==> config.mk <==
export PLATFORM = sky130hd
export DESIGN_NAME = id_reg_sb_flat
export DESIGN_NICKNAME = d
export VERILOG_FILES = /design/src/rtl/id_reg_sb_if.sv /design/src/rtl/id_reg_sb.sv /design/src/flat_wrapper.sv
export SDC_FILE = /design/constraint.sdc
export NUM_CORES = 1
export LEC_CHECK = 0
export ABC_AREA = 0
export BUFFER_PORTS_ARGS = -buffer_cell sky130_fd_sc_hd__buf_2
export CORE_ASPECT_RATIO = 2
export CORE_MARGIN = 2
export CORE_UTILIZATION = 30
export CTS_CLUSTER_SIZE = 40
export DETAILED_ROUTE_END_ITERATION = 8
export MAX_ROUTING_LAYER = met4
export SYNTH_ARGS = -nofsm -noshare
export SYNTH_HDL_FRONTEND = slang
export SYNTH_SLANG_ARGS = --single-unit
==> constraint.sdc <==
create_clock -name clk -period 2.2 [get_ports clk]
set_input_delay 0.22 -clock clk [delete_from_list [all_inputs] [get_ports clk]]
set_output_delay 0.22 -clock clk [all_outputs]
set_load 0.01 [all_outputs]
==> src/rtl/id_reg_sb_if.sv <==
// id_reg_sb_if: one decoded-instruction bundle.
// Instantiated twice around id_reg_sb: once carrying the decoder outputs into
// the register, and once carrying the registered ID/EX copies out to EX.
//   en          instruction valid
//   pc          word address of the instruction
//   alu_op      ALU operation
//   alu_in_0/1  ALU operands
//   br_flag     branch taken flag
//   mem_op      memory operation (NOP/LDW/STW)
//   mem_wr_data store data
//   ctrl_op     control operation
//   dst_addr    destination GPR
//   gpr_we_     GPR write enable, active low
//   exp_code    exception code
// Modports: master drives the bundle, slave reads it.
interface id_reg_sb_if #(
  parameter int DATA_W = 32,
  parameter int PC_W   = 30,
  parameter int REG_AW = 5
);
  logic              en;
  logic [PC_W-1:0]   pc;
  logic [3:0]        alu_op;
  logic [DATA_W-1:0] alu_in_0;
  logic [DATA_W-1:0] alu_in_1;
  logic              br_flag;
  logic [1:0]        mem_op;
  logic [DATA_W-1:0] mem_wr_data;
  logic [1:0]        ctrl_op;
  logic [REG_AW-1:0] dst_addr;
  logic              gpr_we_;
  logic [2:0]        exp_code;

  modport master (
    output en, pc, alu_op, alu_in_0, alu_in_1, br_flag, mem_op,
           mem_wr_data, ctrl_op, dst_addr, gpr_we_, exp_code
  );

  modport slave (
    input en, pc, alu_op, alu_in_0, alu_in_1, br_flag, mem_op,
          mem_wr_data, ctrl_op, dst_addr, gpr_we_, exp_code
  );
endinterface

==> src/rtl/id_reg_sb.sv <==
// id_reg_sb: ID/EX pipeline register with a load-use scoreboard.
// Latches the decoded instruction every un-stalled cycle and tracks up to
// LD_LAT in-flight LDW destinations so that a dependent instruction in decode
// is held (ld_hazard) until the load result can be forwarded.
// Ports:
//   clk        rising-edge clock
//   reset_     asynchronous active-low reset
//   stall      freeze register and scoreboard
//   flush      kill ID/EX contents and scoreboard (wins over stall)
//   ra_addr    source register A of the instruction in decode
//   rb_addr    source register B of the instruction in decode
//   dec        decoder outputs (slave side of id_reg_sb_if)
//   id         registered ID/EX copies (master side of id_reg_sb_if)
//   ld_hazard  combinational load-use hazard, IF/ID holds while high
// Optional build macro: LDH_R0_FILTER_EN -- when defined, scoreboard entries
// targeting register 0 never raise ld_hazard (r0 is never forwarded).
module id_reg_sb #(
  parameter int DATA_W = 32,
  parameter int PC_W   = 30,
  parameter int REG_AW = 5,
  parameter int LD_LAT = 1
) (
  input  logic              clk,
  input  logic              reset_,
  input  logic              stall,
  input  logic              flush,
  input  logic [REG_AW-1:0] ra_addr,
  input  logic [REG_AW-1:0] rb_addr,
  id_reg_sb_if.slave        dec,
  id_reg_sb_if.master       id,
  output logic              ld_hazard
);

  localparam logic [3:0] ALU_OP_NOP     = 4'h0;
  localparam logic [1:0] MEM_OP_NOP     = 2'h0;
  localparam logic [1:0] MEM_OP_LDW     = 2'h1;
  localparam logic [1:0] CTRL_OP_NOP    = 2'h0;
  localparam logic [2:0] ISA_EXP_NO_EXP = 3'h0;
  localparam logic       DISABLE_       = 1'b1;
  localparam logic       ENABLE_        = 1'b0;

`ifdef LDH_R0_FILTER_EN
  localparam logic R0_FILTER = 1'b1;
`else
  localparam logic R0_FILTER = 1'b0;
`endif

  logic              en_q;
  logic [PC_W-1:0]   pc_q;
  logic [3:0]        alu_op_q;
  logic [DATA_W-1:0] alu_in_0_q;
  logic [DATA_W-1:0] alu_in_1_q;
  logic              br_flag_q;
  logic [1:0]        mem_op_q;
  logic [DATA_W-1:0] mem_wr_data_q;
  logic [1:0]        ctrl_op_q;
  logic [REG_AW-1:0] dst_addr_q;
  logic              gpr_we_q;
  logic [2:0]        exp_code_q;

  logic [LD_LAT-1:0] sb_vld;
  logic [REG_AW-1:0] sb_dst [LD_LAT];

  logic load;
  logic ld_issue;

  // A held-back instruction becomes a bubble; only real loads occupy a slot.
  assign load     = dec.en && !ld_hazard;
  assign ld_issue = load && (dec.mem_op == MEM_OP_LDW) && (dec.gpr_we_ == ENABLE_);

  always_comb begin
    ld_hazard = 1'b0;
    for (int k = 0; k < LD_LAT; k++) begin
      if (sb_vld[k] && ((sb_dst[k] == ra_addr) || (sb_dst[k] == rb_addr)) &&
          !(R0_FILTER && (sb_dst[k] == '0))) begin
        ld_hazard = 1'b1;
      end
    end
  end

  always_ff @(posedge clk or negedge reset_) begin
    if (!reset_) begin
      sb_vld <= '0;
      for (int k = 0; k < LD_LAT; k++) sb_dst[k] <= '0;
    end else if (flush) begin
      sb_vld <= '0;
    end else if (!stall) begin
      // Entry LD_LAT-1 falls off the end and retires.
      for (int k = LD_LAT - 1; k > 0; k--) begin
        sb_vld[k] <= sb_vld[k-1];
        sb_dst[k] <= sb_dst[k-1];
      end
      sb_vld[0] <= ld_issue;
      sb_dst[0] <= dec.dst_addr;
    end
  end

  always_ff @(posedge clk or negedge reset_) begin
    if (!reset_) begin
      en_q          <= 1'b0;
      pc_q          <= '0;
      alu_op_q      <= ALU_OP_NOP;
      alu_in_0_q    <= '0;
      alu_in_1_q    <= '0;
      br_flag_q     <= 1'b0;
      mem_op_q      <= MEM_OP_NOP;
      mem_wr_data_q <= '0;
      ctrl_op_q     <= CTRL_OP_NOP;
      dst_addr_q    <= '0;
      gpr_we_q      <= DISABLE_;
      exp_code_q    <= ISA_EXP_NO_EXP;
    end else if (flush) begin
      en_q          <= 1'b0;
      pc_q          <= '0;
      alu_op_q      <= ALU_OP_NOP;
      alu_in_0_q    <= '0;
      alu_in_1_q    <= '0;
      br_flag_q     <= 1'b0;
      mem_op_q      <= MEM_OP_NOP;
      mem_wr_data_q <= '0;
      ctrl_op_q     <= CTRL_OP_NOP;
      dst_addr_q    <= '0;
      gpr_we_q      <= DISABLE_;
      exp_code_q    <= ISA_EXP_NO_EXP;
    end else if (!stall) begin
      if (load) begin
        en_q          <= 1'b1;
        pc_q          <= dec.pc;
        alu_op_q      <= dec.alu_op;
        alu_in_0_q    <= dec.alu_in_0;
        alu_in_1_q    <= dec.alu_in_1;
        br_flag_q     <= dec.br_flag;
        mem_op_q      <= dec.mem_op;
        mem_wr_data_q <= dec.mem_wr_data;
        ctrl_op_q     <= dec.ctrl_op;
        dst_addr_q    <= dec.dst_addr;
        gpr_we_q      <= dec.gpr_we_;
        exp_code_q    <= dec.exp_code;
      end else begin
        // Bubble: kill every side effect, data fields keep stale values.
        en_q       <= 1'b0;
        br_flag_q  <= 1'b0;
        mem_op_q   <= MEM_OP_NOP;
        ctrl_op_q  <= CTRL_OP_NOP;
        gpr_we_q   <= DISABLE_;
        exp_code_q <= ISA_EXP_NO_EXP;
      end
    end
  end

  assign id.en          = en_q;
  assign id.pc          = pc_q;
  assign id.alu_op      = alu_op_q;
  assign id.alu_in_0    = alu_in_0_q;
  assign id.alu_in_1    = alu_in_1_q;
  assign id.br_flag     = br_flag_q;
  assign id.mem_op      = mem_op_q;
  assign id.mem_wr_data = mem_wr_data_q;
  assign id.ctrl_op     = ctrl_op_q;
  assign id.dst_addr    = dst_addr_q;
  assign id.gpr_we_     = gpr_we_q;
  assign id.exp_code    = exp_code_q;

endmodule
==> src/flat_wrapper.sv <==
// flat-port wrapper written by rule: the top's interface ports become plain ports
module id_reg_sb_flat 
#(
  parameter int DATA_W = 32,
  parameter int PC_W   = 30,
  parameter int REG_AW = 5,
  parameter int LD_LAT = 1
)
  (clk, reset_, stall, flush, ra_addr, rb_addr, ld_hazard, dec_en, dec_pc, dec_alu_op, dec_alu_in_0, dec_alu_in_1, dec_br_flag, dec_mem_op, dec_mem_wr_data, dec_ctrl_op, dec_dst_addr, dec_gpr_we_, dec_exp_code, id_en, id_pc, id_alu_op, id_alu_in_0, id_alu_in_1, id_br_flag, id_mem_op, id_mem_wr_data, id_ctrl_op, id_dst_addr, id_gpr_we_, id_exp_code);
  id_reg_sb_if #(.DATA_W(DATA_W), .PC_W(PC_W), .REG_AW(REG_AW)) dec_i ();
  id_reg_sb_if #(.DATA_W(DATA_W), .PC_W(PC_W), .REG_AW(REG_AW)) id_i ();
  input  logic clk;
  input  logic reset_;
  input  logic stall;
  input  logic flush;
  input  logic [REG_AW-1:0] ra_addr;
  input  logic [REG_AW-1:0] rb_addr;
  output logic ld_hazard;
  input wire logic [$bits(dec_i.en)-1:0] dec_en;
  input wire logic [$bits(dec_i.pc)-1:0] dec_pc;
  input wire logic [$bits(dec_i.alu_op)-1:0] dec_alu_op;
  input wire logic [$bits(dec_i.alu_in_0)-1:0] dec_alu_in_0;
  input wire logic [$bits(dec_i.alu_in_1)-1:0] dec_alu_in_1;
  input wire logic [$bits(dec_i.br_flag)-1:0] dec_br_flag;
  input wire logic [$bits(dec_i.mem_op)-1:0] dec_mem_op;
  input wire logic [$bits(dec_i.mem_wr_data)-1:0] dec_mem_wr_data;
  input wire logic [$bits(dec_i.ctrl_op)-1:0] dec_ctrl_op;
  input wire logic [$bits(dec_i.dst_addr)-1:0] dec_dst_addr;
  input wire logic [$bits(dec_i.gpr_we_)-1:0] dec_gpr_we_;
  input wire logic [$bits(dec_i.exp_code)-1:0] dec_exp_code;
  output wire logic [$bits(id_i.en)-1:0] id_en;
  output wire logic [$bits(id_i.pc)-1:0] id_pc;
  output wire logic [$bits(id_i.alu_op)-1:0] id_alu_op;
  output wire logic [$bits(id_i.alu_in_0)-1:0] id_alu_in_0;
  output wire logic [$bits(id_i.alu_in_1)-1:0] id_alu_in_1;
  output wire logic [$bits(id_i.br_flag)-1:0] id_br_flag;
  output wire logic [$bits(id_i.mem_op)-1:0] id_mem_op;
  output wire logic [$bits(id_i.mem_wr_data)-1:0] id_mem_wr_data;
  output wire logic [$bits(id_i.ctrl_op)-1:0] id_ctrl_op;
  output wire logic [$bits(id_i.dst_addr)-1:0] id_dst_addr;
  output wire logic [$bits(id_i.gpr_we_)-1:0] id_gpr_we_;
  output wire logic [$bits(id_i.exp_code)-1:0] id_exp_code;
  assign dec_i.en = dec_en;
  assign dec_i.pc = dec_pc;
  assign dec_i.alu_op = dec_alu_op;
  assign dec_i.alu_in_0 = dec_alu_in_0;
  assign dec_i.alu_in_1 = dec_alu_in_1;
  assign dec_i.br_flag = dec_br_flag;
  assign dec_i.mem_op = dec_mem_op;
  assign dec_i.mem_wr_data = dec_mem_wr_data;
  assign dec_i.ctrl_op = dec_ctrl_op;
  assign dec_i.dst_addr = dec_dst_addr;
  assign dec_i.gpr_we_ = dec_gpr_we_;
  assign dec_i.exp_code = dec_exp_code;
  assign id_en = id_i.en;
  assign id_pc = id_i.pc;
  assign id_alu_op = id_i.alu_op;
  assign id_alu_in_0 = id_i.alu_in_0;
  assign id_alu_in_1 = id_i.alu_in_1;
  assign id_br_flag = id_i.br_flag;
  assign id_mem_op = id_i.mem_op;
  assign id_mem_wr_data = id_i.mem_wr_data;
  assign id_ctrl_op = id_i.ctrl_op;
  assign id_dst_addr = id_i.dst_addr;
  assign id_gpr_we_ = id_i.gpr_we_;
  assign id_exp_code = id_i.exp_code;
  id_reg_sb #(.DATA_W(DATA_W), .PC_W(PC_W), .REG_AW(REG_AW), .LD_LAT(LD_LAT)) u_core (.clk(clk), .reset_(reset_), .stall(stall), .flush(flush), .ra_addr(ra_addr), .rb_addr(rb_addr), .dec(dec_i), .id(id_i), .ld_hazard(ld_hazard));
endmodule
==> results.ini, run 1 <==
[layout]
n_fill_cell=2088
area_growth_syn_to_layout_pct=39.17
utilization_pct=42.60
seqCellArea_mm2=0.003780
nets=1108
post_route_cells_drive_above_1_share_pct=36.90
multi_input_area_mm2=0.002064

[worst_setup_path]
critPathRequiredTime_ns=1.98
cp_max_fo=6
critPathCaptureType=output port
worstSetupPathType=reg2out
startpoint_type=flop
cp.arrival_ns=1.83

[clocking]
cts_resized=0
h-tree-depth=4
cts.clk_slew.worst_paths_ns=0.06
clock_latency_ns=0.42
cts_root_buf=clkbuf_16
clockBufferDepth=2
hold_buffers=1
cts_setup_buffers=0
cts_tree=built
cts_buffers=17
numClockSinks=151

[sta]
maxSlewViolCount=0
hold_viol=0
timing.hold.ws_ns=0.02574
setup_ws_ns=0.1534
setup_viol=0
worst_pin_slew_ns=0.6054
rsz0062_at_grt=false
slew_headroom_pct=59.64
fin_skew_ns=0.01333
max_freq_mhz=488.6
period_minus_slack_ns=2.047
fin_setup_tns_ns=0
min_period_over_period_pct=93.03

[detailed_routing]
initialDrtViolationCount=366
drc=0
drt_first_pass_iters=5
vias=5589
routed_wl_mm=19.33
ant_nets=0
via_per_inst=4.555
wire_per_inst_um=15.76

[logic_synthesis]
async_flop_share_pct=100.0
ys_seq_area_share_pct=62.02
synth_ff_type=dfrtp_1
synth.net_count=816
synth-adder-area-share_pct=0
avgSynthCellArea_um2=9.276
synth_top_family_by_area=simple AND/OR/NAND/NOR gates
synth-xor-area-share_pct=1.437
synth-compound-area-share_pct=12.65
synth_most_common_cell=nand2_1
yosys-top-cells-count=278 x nand2_1, 150 x dfrtp_1, 141 x a21oi_1, 18 x clkbuf_1, 15 x buf_4
yosysUniqueCellTypes=21
netlist_top_cells_area=dfrtp_1 62%, nand2_1 17%, a21oi_1 12%
syn-instance-count=657
yosys.area.top_type_share_pct=61.59
synth_warnings=0
synth_edf_count=0
syn_area_mm2=0.006095
yosysTopAreaCell=dfrtp_1
synthMuxAreaShare_pct=0.9238
synth-seq-cells=151
synthSimpleGateAreaFrac_pct=18.44

[placement]
hpwl_mm=13.80
portBuffers=304
place_ws_ns=0.1580
place_congestion=0.8044

[global_route]
grt_max_degree=115
grtUsageTotal_pct=17.85
grt_pass1_wl_mm=29.12
overflow=0
antenna_found_initial=3
grt_pass1_vias=5382

[power]
p_per_area_mw_per_mm2=778.1
ir_drop_v=0.0003971
p_total_uw=6600
p_leak_uw=0.004369

[die]
ios=305
fp.dieW_um=104.8
std_cell_rows=73
core_mm2=0.01991
die_y_um=205.6
start_util_pct=30.61
dieArea_mm2=0.02154

[outcome]
status=completed

[run]
cap_violations=0

[hold_path]
hold_class=in2reg

## placed cells by master (no fill, tap or decap)
cell type	n
a21oi_1	141
bufinv_16	2
buf_2	302
nand4_1	7
a22oi_1	4
dfstp_2	1
clkinvlp_4	4
clkinv_2	2
nand2b_1	1
dlygate4sd3_1	1
inv_6	1
clkinv_4	2
clkbuf_16	17
xnor2_1	10
o22ai_1	1
buf_4	10
o221ai_4	1
o22a_1	1
nor2b_1	1
dfrtp_1	150
inv_1	2
nand2_1	278
nor2_1	5
clkbuf_1	4
o221a_4	1
mux2_2	5
diode_2	3
buf_6	1
nor3_1	1
buf_12	6
## critical path: stages, from the launching register on
cell and delay [ns]:
dfrtp_1 0.41, xnor2_1 0.18, nand4_1 0.25, o22a_1 0.37, inv_1 0.08, buf_2 0.12
## logic make-up after synthesis
logic type,after synthesis
xor+xnor,10
mux,5
buf+inv,49
compound gates,149
simple gates,293
flops,151
## report_power, final
group          total, uW  internal [uW]  switching [uW]
registers           2980           2910            70.3
clock network       2840           1670            1170
logic                779            325             454
total               6600           4900            1700
## layout make-up
cell class              instances  area share (%)
clock inverters                11           1.490
repair buffers                320           20.37
flip-flops and latches        151           44.56
well taps                     262           3.865
diodes                          3         0.08851
multi-input cells             457           24.34
clock buffers                  21           5.193
inverters                       2         0.08851
## path summary, 6_finish.rpt
kind / slack, ns / depth (start not counted) / end / start
max in group asynchronous: 1.18 / 3 / u_core.id.pc[25] / reset_
worst max-delay path: 0.15 / 5 / ld_hazard / u_core.sb_dst[2]
worst min-delay path: 0.03 / 3 / u_core.id.mem_wr_data[12] / dec_mem_wr_data[12]
worst max register to register: 0.17 / 6 / u_core.id.pc[26] / u_core.sb_dst[1]
min in group asynchronous: 0.35 / 2 / u_core.id.alu_in_0[10] / reset_
worst min register to register: 0.52 / 2 / u_core.id.alu_op[0] / u_core.id.alu_op[0]
## registers in the layout, indices dropped and copies added (netlist names)
name	flops
u_core.sb_vld	1
u_core.id.alu_op	4
u_core.id.pc	30
u_core.sb_dst	5
u_core.id.br_flag	1
u_core.id.alu_in_0	32
u_core.id.ctrl_op	2
u_core.id.alu_in_1	32
u_core.id.dst_addr	5
u_core.id.exp_code	3
u_core.id.gpr_we_	1
u_core.id.mem_op	2
u_core.id.en	1
u_core.id.mem_wr_data	32
## routing by layer
layer / share of wire (%) / global-route usage, % / vias to the layer above / routed length (um)
met5: 0 / - / - / 0
met4: 2.1 / 7.095 / 0 / 413
met3: 5.0 / 3.516 / 27 / 962
met2: 54 / 30.45 / 202 / 10420
met1: 39 / 20.59 / 2641 / 7536
li1: - / - / 2719 / -
## per-stage QoR
step | instance area (um^2) | instances
floorplan | 6095 | 657
global placement | 7898 | 1191
detailed placement | 7898 | 1191
CTS | 8474 | 1224
global route | 8482 | 1227
finish | 8482 | 1227
(Power assumes the default switching activity.)
==> inputs of run 2 (changes only) <==
--- a/config.mk
+++ b/config.mk
@@ -8,11 +8,9 @@
 export ABC_AREA = 0
 export BUFFER_PORTS_ARGS = -buffer_cell sky130_fd_sc_hd__buf_2
 export CORE_ASPECT_RATIO = 2
-export CORE_MARGIN = 2
 export CORE_UTILIZATION = 30
 export CTS_CLUSTER_SIZE = 40
 export DETAILED_ROUTE_END_ITERATION = 8
-export MAX_ROUTING_LAYER = met4
 export SYNTH_ARGS = -nofsm -noshare
 export SYNTH_HDL_FRONTEND = slang
 export SYNTH_SLANG_ARGS = --single-unit
==> run 2 against run 1 <==
  * First-iteration DRC count decreased by 27%
  * Register-to-register slack improved by 0.07 ns
  * Worst setup slack better by 0.0093 ns
  * Worst hold slack better by 0.00061 ns
  * Combinational power rose by 9.2%
  * Global-route usage is 0.93 points higher
  * Flip-flop and latch count stayed put
  * Sequential share of layout area down 2.4 points
  * Non-clock buffer count rose by 51
==> results.ini, run 2 (synthesized netlist as in run 1, its figures left out) <==
[worst_setup_path]
critPathBufInv=2  ; unchanged
r2r_cells=6  ; unchanged
cp.arrival_ns=1.82  ; about the same
startpoint_type=flop
cp_max_fo=6  ; unchanged
crit_start=u_core.sb_dst[2]
worstSetupPathType=reg2out
critPathTopFamily=flip-flops
crit_cells=5  ; unchanged
critPathCaptureType=output port
critPathRequiredTime_ns=1.98  ; about the same
reg2reg_from=u_core.sb_dst[2]
endpoint=ld_hazard
rrSetupSlack_ns=0.24  ; +0.07 ns
max_stage_delay_ns=0.41  ; about the same
path_cells=xnor2_1 -> nand4_1 -> o22a_2 -> inv_1 -> buf_2
rr_endpoint=u_core.id.ctrl_op[1]
crit_slowest_cell=dfrtp_1

[placement]
place_congestion=0.7877  ; -2.1%
place_ws_ns=0.2199  ; +0.06195 ns
portBuffers=304  ; unchanged
hpwl_mm=13.16  ; -4.7%
placed_area_mm2=0.007875  ; -0.29%

[detailed_routing]
initialDrtViolationCount=266  ; -27%
ant_nets=0  ; unchanged
via_per_inst=4.529  ; -0.57%
drc=0  ; unchanged
routed_wl_mm=19.49  ; +0.83%
wire_per_inst_um=15.28  ; -3.0%
vias=5779  ; +3.4%
drt_first_pass_iters=6  ; +1

[sta]
rsz0062_at_grt=false
hold_viol=0  ; unchanged
fin_skew_ns=0.009780  ; -0.003545 ns
max_freq_mhz=490.8  ; +0.45%
setup_viol=0  ; unchanged
setup_ws_ns=0.1627  ; +0.009267 ns
fin_setup_tns_ns=0  ; unchanged
period_minus_slack_ns=2.037  ; -0.009267 ns
slew_headroom_pct=60.99  ; +1.3 points
min_period_over_period_pct=92.61  ; -0.42 points
timing.hold.ws_ns=0.02635  ; +0.0006068 ns
worst_pin_slew_ns=0.5852  ; -0.02020 ns
maxSlewViolCount=0  ; unchanged

[global_route]
grtUsageTotal_pct=18.78  ; +0.93 points
grt_pass1_wl_mm=29.31  ; +0.64%
overflow=0  ; unchanged
antenna_found_initial=5  ; +2
grt_pass1_vias=5625  ; +4.5%
grt_max_degree=75  ; -35%

[run]
cap_violations=0  ; unchanged

[die]
start_util_pct=30.61  ; unchanged
core_mm2=0.01991  ; unchanged
fp.dieW_um=102.8  ; -1.9%
dieArea_mm2=0.02092  ; -2.9%
std_cell_rows=73  ; unchanged
die_y_um=203.6  ; -0.97%
ios=305  ; unchanged

[clocking]
numClockSinks=151  ; unchanged
cts.clk_slew.worst_paths_ns=0.06  ; about the same
cts_tree=built
cts_root_buf=clkbuf_16
h-tree-depth=4  ; unchanged
clock_latency_ns=0.43  ; about the same
cts_buffers=17  ; unchanged
clockBufferDepth=2  ; unchanged

[layout]
seqCellArea_mm2=0.003780  ; unchanged
area_growth_syn_to_layout_pct=47.24
layout_commonest_cell=buf_2
final_area_mm2=0.008974  ; +5.8%
post_route_cells_drive_above_1_share_pct=34.82  ; -2.1 points
multi_input_area_mm2=0.002066  ; about the same
n_fill_cell=2037  ; -2.4%
nets=1159  ; +4.6%
layout_common_cells=302 x buf_2, 278 x nand2_1, 150 x dfrtp_1

[power]
clockPowerShare_pct=41.5  ; -1.6 points
p_sw_uw=1655  ; -2.4%
swShare_pct=25.29  ; -0.40 points
power.internal_uw=4889  ; -0.31%
combinationalPowerShare_pct=13.0  ; +1.2 points
p_leak_uw=0.004582  ; +4.9%
p_total_uw=6544  ; -0.85%
p_per_area_mw_per_mm2=729.2  ; -6.3%
seqPwrFrac_pct=45.5  ; +0.4 points
ir_drop_v=0.0004731  ; +19%

[outcome]
status=completed

[hold_path]
hold_class=in2reg

==> run 2: changes by cell type in the layout (fill, tap and decap cells not counted), sizes merged <==
cell         before  now
buf             319  316
bufinv            2    1
clkbuf           21   22
clkinv            4    5
clkinvlp          4    1
dlygate4sd3       1   55
==> run 2: power by group through the flow <==
stage | Clock, uW | Combinational [uW] | Sequential, uW
floorplan | 0 | 307 | 3080
CTS | 2830 | 866 | 2980
detailed placement | 0 | 787 | 3030
global placement | 0 | 779 | 3020
finish | 2720 | 851 | 2980
global route | 2920 | 943 | 2990
==> run 2: how the worst min path moves through the flow <==
stage | start | to | slack [ns] | cells after the start
after CTS | dec_alu_in_0[19] | u_core.id.alu_in_0[19] | 0.00004 | 3
final | dec_pc[21] | u_core.id.pc[21] | 0.03 | 3
after detailed placement | reset_ | u_core.id.alu_in_0[7] | 0.22 | 1
after floorplan | reset_ | u_core.id.alu_in_0[0] | -0.08 | 0
after global routing | dec_alu_in_0[11] | u_core.id.alu_in_0[11] | 0.01 | 3
after global placement | reset_ | u_core.id.alu_in_0[10] | 0.21 | 1
==> run 2: repair_timing <==
item,4_1_cts,5_1_grt
gates resized for setup,0,1
setup buffers,0,0
setup endpoints to repair,0,1
hold buffers,55,0
endpoints found under the hold margin,99,0
==> run 2: cell type report <==
class	instances	area share, %
repair buffers	371	25.03
inverters	2	0.08366
clock buffers	22	5.173
multi-input cells	457	23.02
well taps	262	3.653
diodes	3	0.08366
flip-flops and latches	151	42.12
clock inverters	8	0.8366
==> run 2: stage by stage <==
stage / instances / utilization [%]
after floorplan: 657 / -
after global placement: 1188 / 39.55
after detailed placement: 1188 / 39.55
after CTS: 1273 / 45.02
after global routing: 1274 / 45.04
final: 1276 / 45.07
==> run 2: worst register-to-register path: stages, from the launching register on <==
cell and delay (ns):
dfrtp_1 0.41, xnor2_1 0.18, nand4_1 0.24, o221a_4 0.38, buf_4 0.30, a22oi_1 0.26, nor2_1 0.05
==> run 2: metal layers <==
| layer | up-vias | global-route usage [%] | share of wire [%] |
|---|---|---|---|
| met5 | - | 0 | 0.12 |
| met4 | 4 | 10.61 | 3.7 |
| met3 | 48 | 5.860 | 6.2 |
| met2 | 196 | 31.48 | 51 |
| met1 | 2714 | 20.52 | 38 |
| li1 | 2817 | - | - |
==> inputs of run 3 (changes only) <==
--- a/config.mk
+++ b/config.mk
@@ -7,7 +7,7 @@
 export LEC_CHECK = 0
 export ABC_AREA = 0
 export BUFFER_PORTS_ARGS = -buffer_cell sky130_fd_sc_hd__buf_2
-export CORE_ASPECT_RATIO = 2
+export CORE_ASPECT_RATIO = 1.4
 export CORE_UTILIZATION = 30
 export CTS_CLUSTER_SIZE = 40
 export DETAILED_ROUTE_END_ITERATION = 8
==> run 3 against run 2 <==
  * Final cell count down 4.2%
  * Combinational power down 7.2%
  * Routed wire length down 5.6%
==> results.ini, run 3 (synthesized netlist as in run 1, its figures left out) <==
[outcome]
status=completed

[detailed_routing]
drc=0  ; unchanged
routed_wl_mm=18.41  ; -5.6%
drt_first_pass_iters=4  ; -2
wire_per_inst_um=15.07  ; -1.4%
via_per_inst=4.566  ; +0.82%
initialDrtViolationCount=262  ; -1.5%
vias=5580  ; -3.4%
ant_nets=0  ; unchanged

[sta]
fin_setup_tns_ns=0  ; unchanged
rsz0062_at_grt=false
slew_headroom_pct=53.51  ; -7.5 points
setup_viol=0  ; unchanged
min_period_over_period_pct=91.74  ; -0.87 points
fin_skew_ns=0.01012  ; +0.0003441 ns
hold_viol=0  ; unchanged
period_minus_slack_ns=2.018  ; -0.01906 ns
maxSlewViolCount=0  ; unchanged
worst_pin_slew_ns=0.6973  ; +0.1121 ns
max_freq_mhz=495.5  ; +0.94%

[die]
dieArea_mm2=0.02090  ; -0.13%
fp.dieW_um=122.5  ; +19%
die_y_um=170.6  ; -16%
start_util_pct=30.59  ; about the same
std_cell_rows=61  ; -16%
ios=305  ; unchanged
core_mm2=0.01992  ; about the same

[hold_path]
hold_end=u_core.id.mem_wr_data[8]
hold_class=in2reg
whs_path_depth=3  ; unchanged
worstHoldStart=dec_mem_wr_data[8]

[layout]
seqCellArea_mm2=0.003780  ; unchanged
utilization_pct=43.14  ; -1.9 points
diodes=0  ; -3
layout_commonest_cell=buf_2
area_growth_syn_to_layout_pct=41.02
n_fill_cell=2035  ; -0.098%
post_route_cells_drive_above_1_share_pct=37.22  ; +2.4 points
layout_common_cells=302 x buf_2, 278 x nand2_1, 150 x dfrtp_1
multi_input_area_mm2=0.002066  ; unchanged
nets=1116  ; -3.7%

[clocking]
cts.clk_slew.worst_paths_ns=0.06  ; about the same
numClockSinks=151  ; unchanged
h-tree-depth=4  ; unchanged
cts_buffers=17  ; unchanged
clockBufferDepth=2  ; unchanged
cts_tree=built
clock_latency_ns=0.42  ; about the same
cts_root_buf=clkbuf_16

[global_route]
grtUsageTotal_pct=17.44  ; -1.3 points
grt_max_degree=84  ; +12%
use_met3_pct=4.700  ; -1.2 points
grt_pass1_wl_mm=27.62  ; -5.8%
grt_pass1_vias=5239  ; -6.9%
antenna_found_initial=0  ; -5
busiest_layer=met2
met1_usage_pct=20.36  ; -0.15 points
met2_usage_pct=29.36  ; -2.1 points
overflow=0  ; unchanged

[worst_setup_path]
cp.arrival_ns=1.80  ; -0.02 ns
r2r_cells=6  ; unchanged
startpoint_type=flop
critPathCaptureType=output port
rr_endpoint=u_core.id.alu_in_1[2]
reg2reg_from=u_core.sb_dst[1]
cp_max_fo=6  ; unchanged
rrSetupSlack_ns=0.24  ; about the same
critPathRequiredTime_ns=1.98  ; about the same
worstSetupPathType=reg2out

[power]
p_leak_uw=0.004424  ; -3.4%
ir_drop_v=0.0004468  ; -5.5%
p_per_area_mw_per_mm2=783.5  ; +7.4%

[placement]
portBuffers=304  ; unchanged
place_congestion=0.7699  ; -2.3%
hpwl_mm=12.71  ; -3.4%

[run]
cap_violations=0  ; unchanged

-- run 3: changes by cell type in the layout (fill, tap and decap cells not counted), sizes merged --
cell,before,now
inv,3,2
diode,3,0
dlygate4sd3,55,7
clkinvlp,1,6
clkbuf,22,19
buf,316,321
bufinv,1,3
clkinv,5,4
-- run 3: area by class of cell --
class                      count  share of cell area (%)
sequential                   151                   43.98
tap                          252                   3.669
clock buffer                  19                   5.154
inverter                       2                 0.08735
timing repair buffer         328                   21.27
multi-input combinational    457                   24.04
clock inverter                13                   1.805
-- run 3: timing repair --
item | 4_1_cts | 5_1_grt
setup buffers | 0 | 0
hold endpoints to repair | 43 | 0
setup endpoints to repair | 0 | 1
hold buffers | 7 | 0
resized for setup | 0 | 1
-- run 3: per-stage QoR --
stage / hold WS [ns] / cells / instance area (um^2) / setup slack (ns) / power [uW]
2_1_floorplan: -0.07559 / 657 / 6095 / 0.6438 / 3390
3_3_place_gp: 0.1623 / 1183 / 7925 / 0.2311 / 3813
3_5_place_dp: 0.1636 / 1183 / 7925 / 0.2108 / 3824
4_1_cts: 0.0001145 / 1222 / 8593 / 0.09968 / 6836
5_1_grt: 0.008189 / 1222 / 8594 / 0.006875 / 7021
6_report: 0.02365 / 1222 / 8594 / 0.1817 / 6733
-- run 3: how the worst max path moves through the flow --
stage / depth (start not counted) / to / slack, ns / startpoint
final: 5 / ld_hazard / 0.18 / u_core.sb_dst[4]
after global placement: 6 / u_core.id.alu_in_0[0] / 0.23 / u_core.sb_dst[1]
after global routing: 5 / ld_hazard / 0.007 / u_core.sb_dst[3]
after floorplan: 7 / u_core.id.alu_in_0[0] / 0.64 / u_core.sb_dst[2]
after detailed placement: 6 / u_core.id.dst_addr[2] / 0.21 / u_core.sb_dst[1]
after CTS: 5 / ld_hazard / 0.1 / u_core.sb_dst[1]
-- run 3: worst max-delay path, stage by stage (launching register included) --
cell	delay (ns)
dfrtp_1	0.41
xnor2_1	0.19
nand4_1	0.23
o22a_2	0.37
inv_1	0.07
buf_2	0.12
-- run 3: per-layer routing --
metal	vias to the layer above	share of wire [%]
met1	2636	39
met3	36	6.0
li1	2728	-
met4	0	3.3
met5	-	0
met2	180	51
-- run 3: power breakdown --
part	switching (uW)	total (uW)	internal [uW]	leakage, uW
Sequential	69.1	2980	2910	0.00204
Combinational	452	790	339	0.00211
Clock	1160	2970	1800	0.000277
Total	1690	6730	5050	0.00442
